File: config.mk
export PLATFORM = sky130hd
export DESIGN_NAME = popcount_seq
export DESIGN_NICKNAME = d
export VERILOG_FILES = /design/src/rtl/popcount_seq.sv
export SDC_FILE = /design/constraint.sdc
export NUM_CORES = 1
export LEC_CHECK = 0
export ABC_AREA = 1
export BUFFER_PORTS_ARGS = -buffer_cell sky130_fd_sc_hd__buf_2
export CAP_MARGIN = 10
export CELL_PAD_IN_SITES_DETAIL_PLACEMENT = 1
export CELL_PAD_IN_SITES_GLOBAL_PLACEMENT = 2
export CORE_MARGIN = 2
export CORE_UTILIZATION = 24
export DETAILED_ROUTE_END_ITERATION = 16
export HOLD_SLACK_MARGIN = 0.08
export PLACE_DENSITY_LB_ADDON = 0.1
export SLEW_MARGIN = 20
export SYNTH_ARGS = -nofsm -noshare
export SYNTH_HDL_FRONTEND = slang
export SYNTH_SLANG_ARGS = --single-unit
File: constraint.sdc
create_clock -name clk -period 2.7 [get_ports clk]
set_input_delay 0.54 -clock clk [delete_from_list [all_inputs] [get_ports clk]]
set_output_delay 0.54 -clock clk [all_outputs]
set_load 0.03 [all_outputs]
File: src/rtl/popcount_seq.sv
// popcount_seq: counts the ones in a WIDTH-bit word CHUNK bits per clock,
// with valid/ready handshakes and an optional saturating running total.
`default_nettype none

module popcount_seq #(
    parameter int WIDTH      = 8,
    parameter int CHUNK      = 1,
    parameter int ACC_W      = 16,
    parameter int EARLY_EXIT = 0,
    localparam int CW        = $clog2(WIDTH + 1),
    localparam int STEPS     = WIDTH / CHUNK
) (
    input  logic             clk,
    input  logic             rst_n,
    input  logic             in_valid,
    output logic             in_ready,
    input  logic [WIDTH-1:0] in_data,
    input  logic             in_acc,
    input  logic             clear,
    output logic             out_valid,
    input  logic             out_ready,
    output logic [CW-1:0]    out_count,
    output logic [ACC_W-1:0] acc_total,
    output logic             busy
);

    localparam int SW   = (STEPS > 1) ? $clog2(STEPS) : 1;
    localparam int SUMW = ((ACC_W > CW) ? ACC_W : CW) + 1;
    localparam logic [SUMW-1:0] ACC_MAX = SUMW'({ACC_W{1'b1}});

    typedef enum logic [1:0] {
        S_IDLE  = 2'd0,
        S_COUNT = 2'd1,
        S_DONE  = 2'd2
    } state_t;

    state_t             state_q;
    logic [WIDTH-1:0]   sh_q;
    logic [CW-1:0]      cnt_q;
    logic [SW-1:0]      step_q;
    logic               acc_flag_q;
    logic               out_valid_q;
    logic [CW-1:0]      out_count_q;
    logic [ACC_W-1:0]   acc_total_q;

    logic [WIDTH-1:0]   sh_d;
    logic [CW-1:0]      cnt_d;
    logic               last_step;
    logic [SUMW-1:0]    acc_sum;
    logic [ACC_W-1:0]   acc_total_d;

    function automatic logic [CW-1:0] chunk_ones(input logic [CHUNK-1:0] v);
        logic [CW-1:0] r;
        r = '0;
        for (int i = 0; i < CHUNK; i++) begin
            r = r + CW'(v[i]);
        end
        return r;
    endfunction

    always_comb begin
        sh_d      = sh_q >> CHUNK;
        cnt_d     = cnt_q + chunk_ones(sh_q[CHUNK-1:0]);
        last_step = (step_q == SW'(STEPS - 1));
        // Nothing left to find once the unscanned bits are all zero.
        if (EARLY_EXIT != 0 && sh_d == '0) begin
            last_step = 1'b1;
        end
    end

    // One guard bit beyond the widest operand, so the sum can never wrap.
    always_comb begin
        acc_sum = SUMW'(acc_total_q) + SUMW'(cnt_d);
        if (acc_sum > ACC_MAX) begin
            acc_total_d = {ACC_W{1'b1}};
        end else begin
            acc_total_d = acc_sum[ACC_W-1:0];
        end
    end

    always_ff @(posedge clk or negedge rst_n) begin
        if (!rst_n) begin
            state_q     <= S_IDLE;
            sh_q        <= '0;
            cnt_q       <= '0;
            step_q      <= '0;
            acc_flag_q  <= 1'b0;
            out_valid_q <= 1'b0;
            out_count_q <= '0;
            acc_total_q <= '0;
        end else begin
            case (state_q)
                S_IDLE: begin
                    if (in_valid) begin
                        sh_q       <= in_data;
                        cnt_q      <= '0;
                        step_q     <= '0;
                        acc_flag_q <= in_acc;
                        state_q    <= S_COUNT;
                    end
                end
                S_COUNT: begin
                    sh_q   <= sh_d;
                    cnt_q  <= cnt_d;
                    step_q <= step_q + SW'(1);
                    if (last_step) begin
                        out_count_q <= cnt_d;
                        out_valid_q <= 1'b1;
                        state_q     <= S_DONE;
                        if (acc_flag_q) begin
                            acc_total_q <= acc_total_d;
                        end
                    end
                end
                S_DONE: begin
                    if (out_ready) begin
                        out_valid_q <= 1'b0;
                        state_q     <= S_IDLE;
                    end
                end
                default: begin
                    state_q     <= S_IDLE;
                    out_valid_q <= 1'b0;
                end
            endcase
            // A coincident accumulate update is dropped in favour of clear.
            if (clear) begin
                acc_total_q <= '0;
            end
        end
    end

    assign in_ready  = (state_q == S_IDLE);
    assign busy      = (state_q == S_COUNT) || (state_q == S_DONE);
    assign out_valid = out_valid_q;
    assign out_count = out_count_q;
    assign acc_total = acc_total_q;

endmodule

`default_nettype wire

# Yosys cells after proc, flatten, opt, wreduce, memory -nomap -nowiden
# Cells that the tools add are included.
dict set report op_classes {
  n_addsub 3
  order_cmp 1
  n_eq_ne 6
  n_mux 18
  n_bitwise 1
  n_reduce_logical 12
}
# cell count
set ops {}
lappend ops {{2-to-1 mux 16 bit} 5}
lappend ops {{adder 16 x 4 -> 17 bit} 1}
lappend ops {{> comparator 17 x 16 -> 1 bit (second input constant)} 1}
lappend ops {{case mux 8 bit (2 select lines)} 1}
lappend ops {{AND reduction 3 bit} 3}
lappend ops {{2-to-1 mux 8 bit} 1}
lappend ops {{case mux 4 bit (2 select lines)} 1}
lappend ops {{nonzero test 2 bit} 4}
lappend ops {{2-to-1 mux 2 bit} 3}
lappend ops {{!= test 2 bit (second input constant)} 3}
lappend ops {{case mux 2 bit (3 select lines)} 1}
lappend ops {{case mux 3 bit (2 select lines)} 1}
lappend ops {{AND reduction 2 bit} 3}
lappend ops {{adder 4 x 1 -> 4 bit} 1}
lappend ops {{2-to-1 mux 4 bit} 1}
lappend ops {{adder 3 x 1 -> 3 bit (second input constant)} 1}
lappend ops {{== test 3 bit (second input constant)} 1}
lappend ops {{2-to-1 mux 3 bit} 1}
lappend ops {{case mux 1 bit (3 select lines)} 1}
lappend ops {{== test 2 x 1 -> 1 bit (second input constant)} 1}
lappend ops {{== test 2 bit (second input constant)} 1}
lappend ops {{zero test 2 bit} 1}
lappend ops {{2-to-1 mux 1 bit} 2}
lappend ops {{logical OR 1 bit} 1}
lappend ops {{NOT 1 bit} 1}
dict set report word_totals {
  register_bits 39
  in_bits 14
  output_inout_bits 23
  wordCells 49
}

# Logic depth before layout (Yosys ltp)
dict set report logic_depth {
  depth_word 8
  mapped_depth 15
  depth_no_buf 15
}

# Least setup slack after synthesis
# OpenSTA, ideal clock, no wires.
dict set report synth_timing {
  kind {reg-to-reg}
  from {reg sh_q[0]}
  to {reg acc_total_q[10] (netlist: acc_total[10])}
  setup_time_ns 0.122
  arrival_ns 2.003
  slack_ns 0.575
  stages_incl_launch_ff 15
  cell_sequence {dfrtp_1 > ha_1 > ha_1 > xnor2_1 > inv_1 > ha_1 > nand2_1 > nor2_1 > nand2_1 > nand2_2 > nand3_1 > nand2_1 > nand2_1 > nand2_1 > o21ai_1}
}
dict set report synth_via {
  elab_chain_cells 8
}
# item line_no
set synth_lines {}
lappend synth_lines {{start: declaration} 38} ;# logic [WIDTH-1:0] sh_q;
lappend synth_lines {{start signal: assignment} 95} ;# sh_q <= in_data;
lappend synth_lines {{adder 4 x 1 -> 4 bit (*)} 63} ;# cnt_d = cnt_q + chunk_ones(sh_q[CHUNK-1:0]);
lappend synth_lines {{named net cnt_d[2]} 47} ;# logic [CW-1:0] cnt_d;
lappend synth_lines {{adder 16 x 4 -> 17 bit (*)} 73} ;# acc_sum = SUMW'(acc_total_q) + SUMW'(cnt_d);
lappend synth_lines {{> comparator 17 x 16 -> 1 bit} 74} ;# if (acc_sum > ACC_MAX) begin
lappend synth_lines {{2-to-1 mux 16 bit (*)} 74}
lappend synth_lines {{2-to-1 mux 16 bit (*)} 110} ;# if (acc_flag_q) begin
lappend synth_lines {{2-to-1 mux 16 bit (*)} 106} ;# if (last_step) begin
lappend synth_lines {{2-to-1 mux 16 bit (*)} 92} ;# case (state_q)
lappend synth_lines {{2-to-1 mux 16 bit (*)} 127} ;# if (clear) begin
lappend synth_lines {{end signal: assignment} 111} ;# acc_total_q <= acc_total_d;
lappend synth_lines {{end: declaration} 44} ;# logic [ACC_W-1:0] acc_total_q;
# Mark *: on every way through the listed nets, which the timed path passes. The rest lies on a longest branch. The select of a mux whose other input is x is not followed.
# A chain may end at the register's enable or synchronous reset.

# Final worst setup path
dict set report layout_timing {
  from {reg sh_q[0]}
  to {reg acc_total_q[2] (netlist: acc_total[2])}
}
# The elaborated chain is that of the path after synthesis.

==> impl_metrics.tcl <==
set metrics [dict create \
    cts_tree "done" \
    htree_levels 2 \
    design_power_total_mw 2.207 \
    ir_drop_mv 0.5348 \
    diodes 0 \
    die_x_um 102.9 \
    cp_max_fo 10 \
    fin_crit_ps 2382 \
    skew_ps 6.490 \
    seqPwrFrac_pct 38.3 \
    rsz0062_at_grt "no" \
    fp.dieH_um 102.9 \
    vias_per_cell 4.333 \
    r2r_slack_ps 320 \
    final_common_cell "nand2_1" \
    combPwrFrac_pct 41.6 \
    p_leak_nw 1.470 \
    holdCritPathClass "input port to asynchronous set/reset pin" \
    clk_latency_ps 290 \
    io_pins 37 \
    path_buf_inv 1 \
    synth.cell_area_sq_mm 0.002349 \
    grt_use_total_pct 14.25 \
    crit_path_end_kind "flip-flop" \
    synth_nets 335 \
    first_global_vias 2280 \
    grt_overflow 0 \
    initialDrtViolationCount 39 \
    dr_total_vias 2106 \
    relSlewSlack_pct 66.40 \
    cts_sinks 39 \
    synth_cell_types 33 \
    p_sw_share_pct 41.77 \
    start_util_pct 24.36 \
    cts_root_buf "clkbuf_8" \
    numCtsBuffers 5 \
    setup_viol 0 \
    port_buffers 36 \
    synth_edf_count 0 \
    start_kind "flip-flop" \
    ys_ff_latch 39 \
    crit_path_frequent_cell "nand2_1" \
    drv_slew 0 \
    fill_cells 1228 \
    grt_pass1_wl_mm 11.61 \
    layout_common_cells "110 x nand2_1, 39 x dfrtp_1, 36 x buf_2, 32 x inv_1, 20 x nor2_1" \
    hold_viol_final 0 \
    cp.depth 13 \
    reg2reg_depth 13 \
    worstPathRequired_ps 2940 \
    max_freq_mhz 419.8 \
    fin_crit_sh_pct 88.24 \
    drv_cap 0 \
    post-route-cell-area_sq_mm 0.002816 \
    clkTransAtPathRegs_ps 90 \
    synth_warnings 0 \
    grt_max_degree 22 \
    setup-tns-final_ps 0 \
    syn2layout_area_growth_pct 19.93 \
    ys_seq_area_share_pct 41.56 \
    clockPowerShare_pct 20.1 \
    intPower_mw 1.285 \
    path_delay_family "adder cells" \
    cts-hold-fix-buffers 0 \
    whs_ps 187.5 \
    status "complete, no violations" \
    ys.flop_type "dfrtp_1" \
    clockBufferDepth 2 \
    dieArea_sq_mm 0.01059 \
    syn_inst 308 \
    remaining_drc_errors 0 \
    setup_slack_ps 317.6 \
    cp-endpoint "acc_total[2]" \
    antenna_found_initial 0 \
    dpl.hpwl_mm 5.228 \
    antenna_left 0 \
    dr.pass1.iters 4 \
    async_flop_share_pct 100.0 \
    coreArea_sq_mm 0.009639 \
    r2r-end "acc_total[2]" \
    placed_area_sq_mm 0.002710 \
    powerDensity_mw_per_mm2 783.6 \
    timing.rr.start "sh_q[0]" \
    pre_cts_ws_ps 197.3 \
    arrival_ps 2620 \
    crit_type "flip-flop to flip-flop" \
    critPathSlowestCell "dfrtp_1" \
    nets 379 \
    num_rows 36 \
    worst_slew_pin_slew_ps 504.0 \
    startpoint "sh_q[0]" \
    totalWireLength_mm 6.677 \
    layout-drive-gt1-share_pct 22.66 \
    max_stage_delay_ps 390 \
    postSynthAreaPerCell_sq_um 7.625 \
    gp_congestion 0.7326 \
    crit_chain "ha_1, ha_1, xnor2_2, inv_1, ha_1, nand2_1, nor2_1, nand2_1, nand2_2, nand4_4, o21ai_1, nand2_1, nand2_1" \
    wl_per_cell_um 13.74 \
    switching_power_mw 0.9218 \
]
## registers in the layout, summed over array words and instances, names as in the netlist
register,count
acc_flag_q,1
acc_total,16
cnt_q,4
out_count,4
out_valid,1
sh_q,8
state_q,2
step_q,3
## area by class of cell
class / count / area (sq um) / area share, %
flip-flops and latches: 39 / 975.9 / 34.65
multi-input cells: 223 / 1196 / 42.47
well taps: 133 / 166.4 / 5.909
inverters: 41 / 153.9 / 5.464
repair buffers: 42 / 225.2 / 7.996
clock buffers: 6 / 82.58 / 2.932
clock inverters: 2 / 16.27 / 0.5775
## layer usage
layer / GRT usage, % / vias up / routed length [um]
li1: - / 1063 / -
met1: 18.60 / 1012 / 3170
met2: 24.68 / 27 / 3321
met3: 2.712 / 4 / 137
met4: 2.733 / 0 / 48
met5: 0 / - / 0
## cell families (layout without fill, tap and decap cells)
group,Yosys count,after routing,synth area share (%)
compound gates,34,34,8.418
xor+xnor,5,5,1.865
fa+ha+maj,13,13,7.245
buf+inv,46,91,7.831
flops,39,39,41.56
mux,1,1,0.4795
simple gates,170,170,32.61
## per-stage QoR
stage	utilization (%)	cells
5_1_grt	29.22	486
3_3_place_gp	28.12	478
2_1_floorplan	-	308
6_report	29.22	486
4_1_cts	29.14	486
3_5_place_dp	28.12	478
## repair_timing
| action | CTS | global route |
|---|---|---|
| setup buffers | 0 | 0 |
| endpoints found under the setup margin | 0 | 11 |
| hold endpoints to repair | 0 | 0 |
| gates resized for setup | 0 | 1 |
## cell usage after synthesis, types with 2 or more instances
master	n	share of area, %
buf_4	2	0.64
o22ai_1	5	1.3
nand3_2	2	0.85
xnor2_1	2	0.75
nand3_1	16	3.4
nand2_4	2	0.96
nor2_2	3	0.80
nand3b_1	2	0.64
xor2_1	3	1.1
inv_2	9	1.4
buf_2	3	0.64
ha_1	12	6.4
nand2_2	6	1.6
o21ai_0	9	1.9
a31oi_1	7	1.9
inv_1	32	5.1
nor2_1	20	3.2
nand4_1	3	0.80
nand2_1	110	18
dfrtp_1	39	42
nor2_4	2	0.96
o21ai_1	8	1.7
## power by group through the flow
stage | clock (mW) | sequential [mW] | combinational [mW]
2_1_floorplan | 0 | 0.894 | 0.619
3_3_place_gp | 0 | 0.852 | 0.931
3_5_place_dp | 0 | 0.856 | 0.943
4_1_cts | 0.463 | 0.845 | 0.946
5_1_grt | 0.495 | 0.868 | 1.07
6_report | 0.443 | 0.845 | 0.918
## worst min-delay path by stage
stage                     cells after the start       endpoint         start
after floorplan                               0     acc_flag_q         rst_n
after global placement                        2   out_count[3]  out_count[3]
after detailed placement                      1      step_q[0]     step_q[0]
after CTS                                     1   out_count[3]         rst_n
after global routing                          1   acc_total[3]         rst_n
final                                         1  acc_total[11]         rst_n
Power figures use the tool's default switching activity.
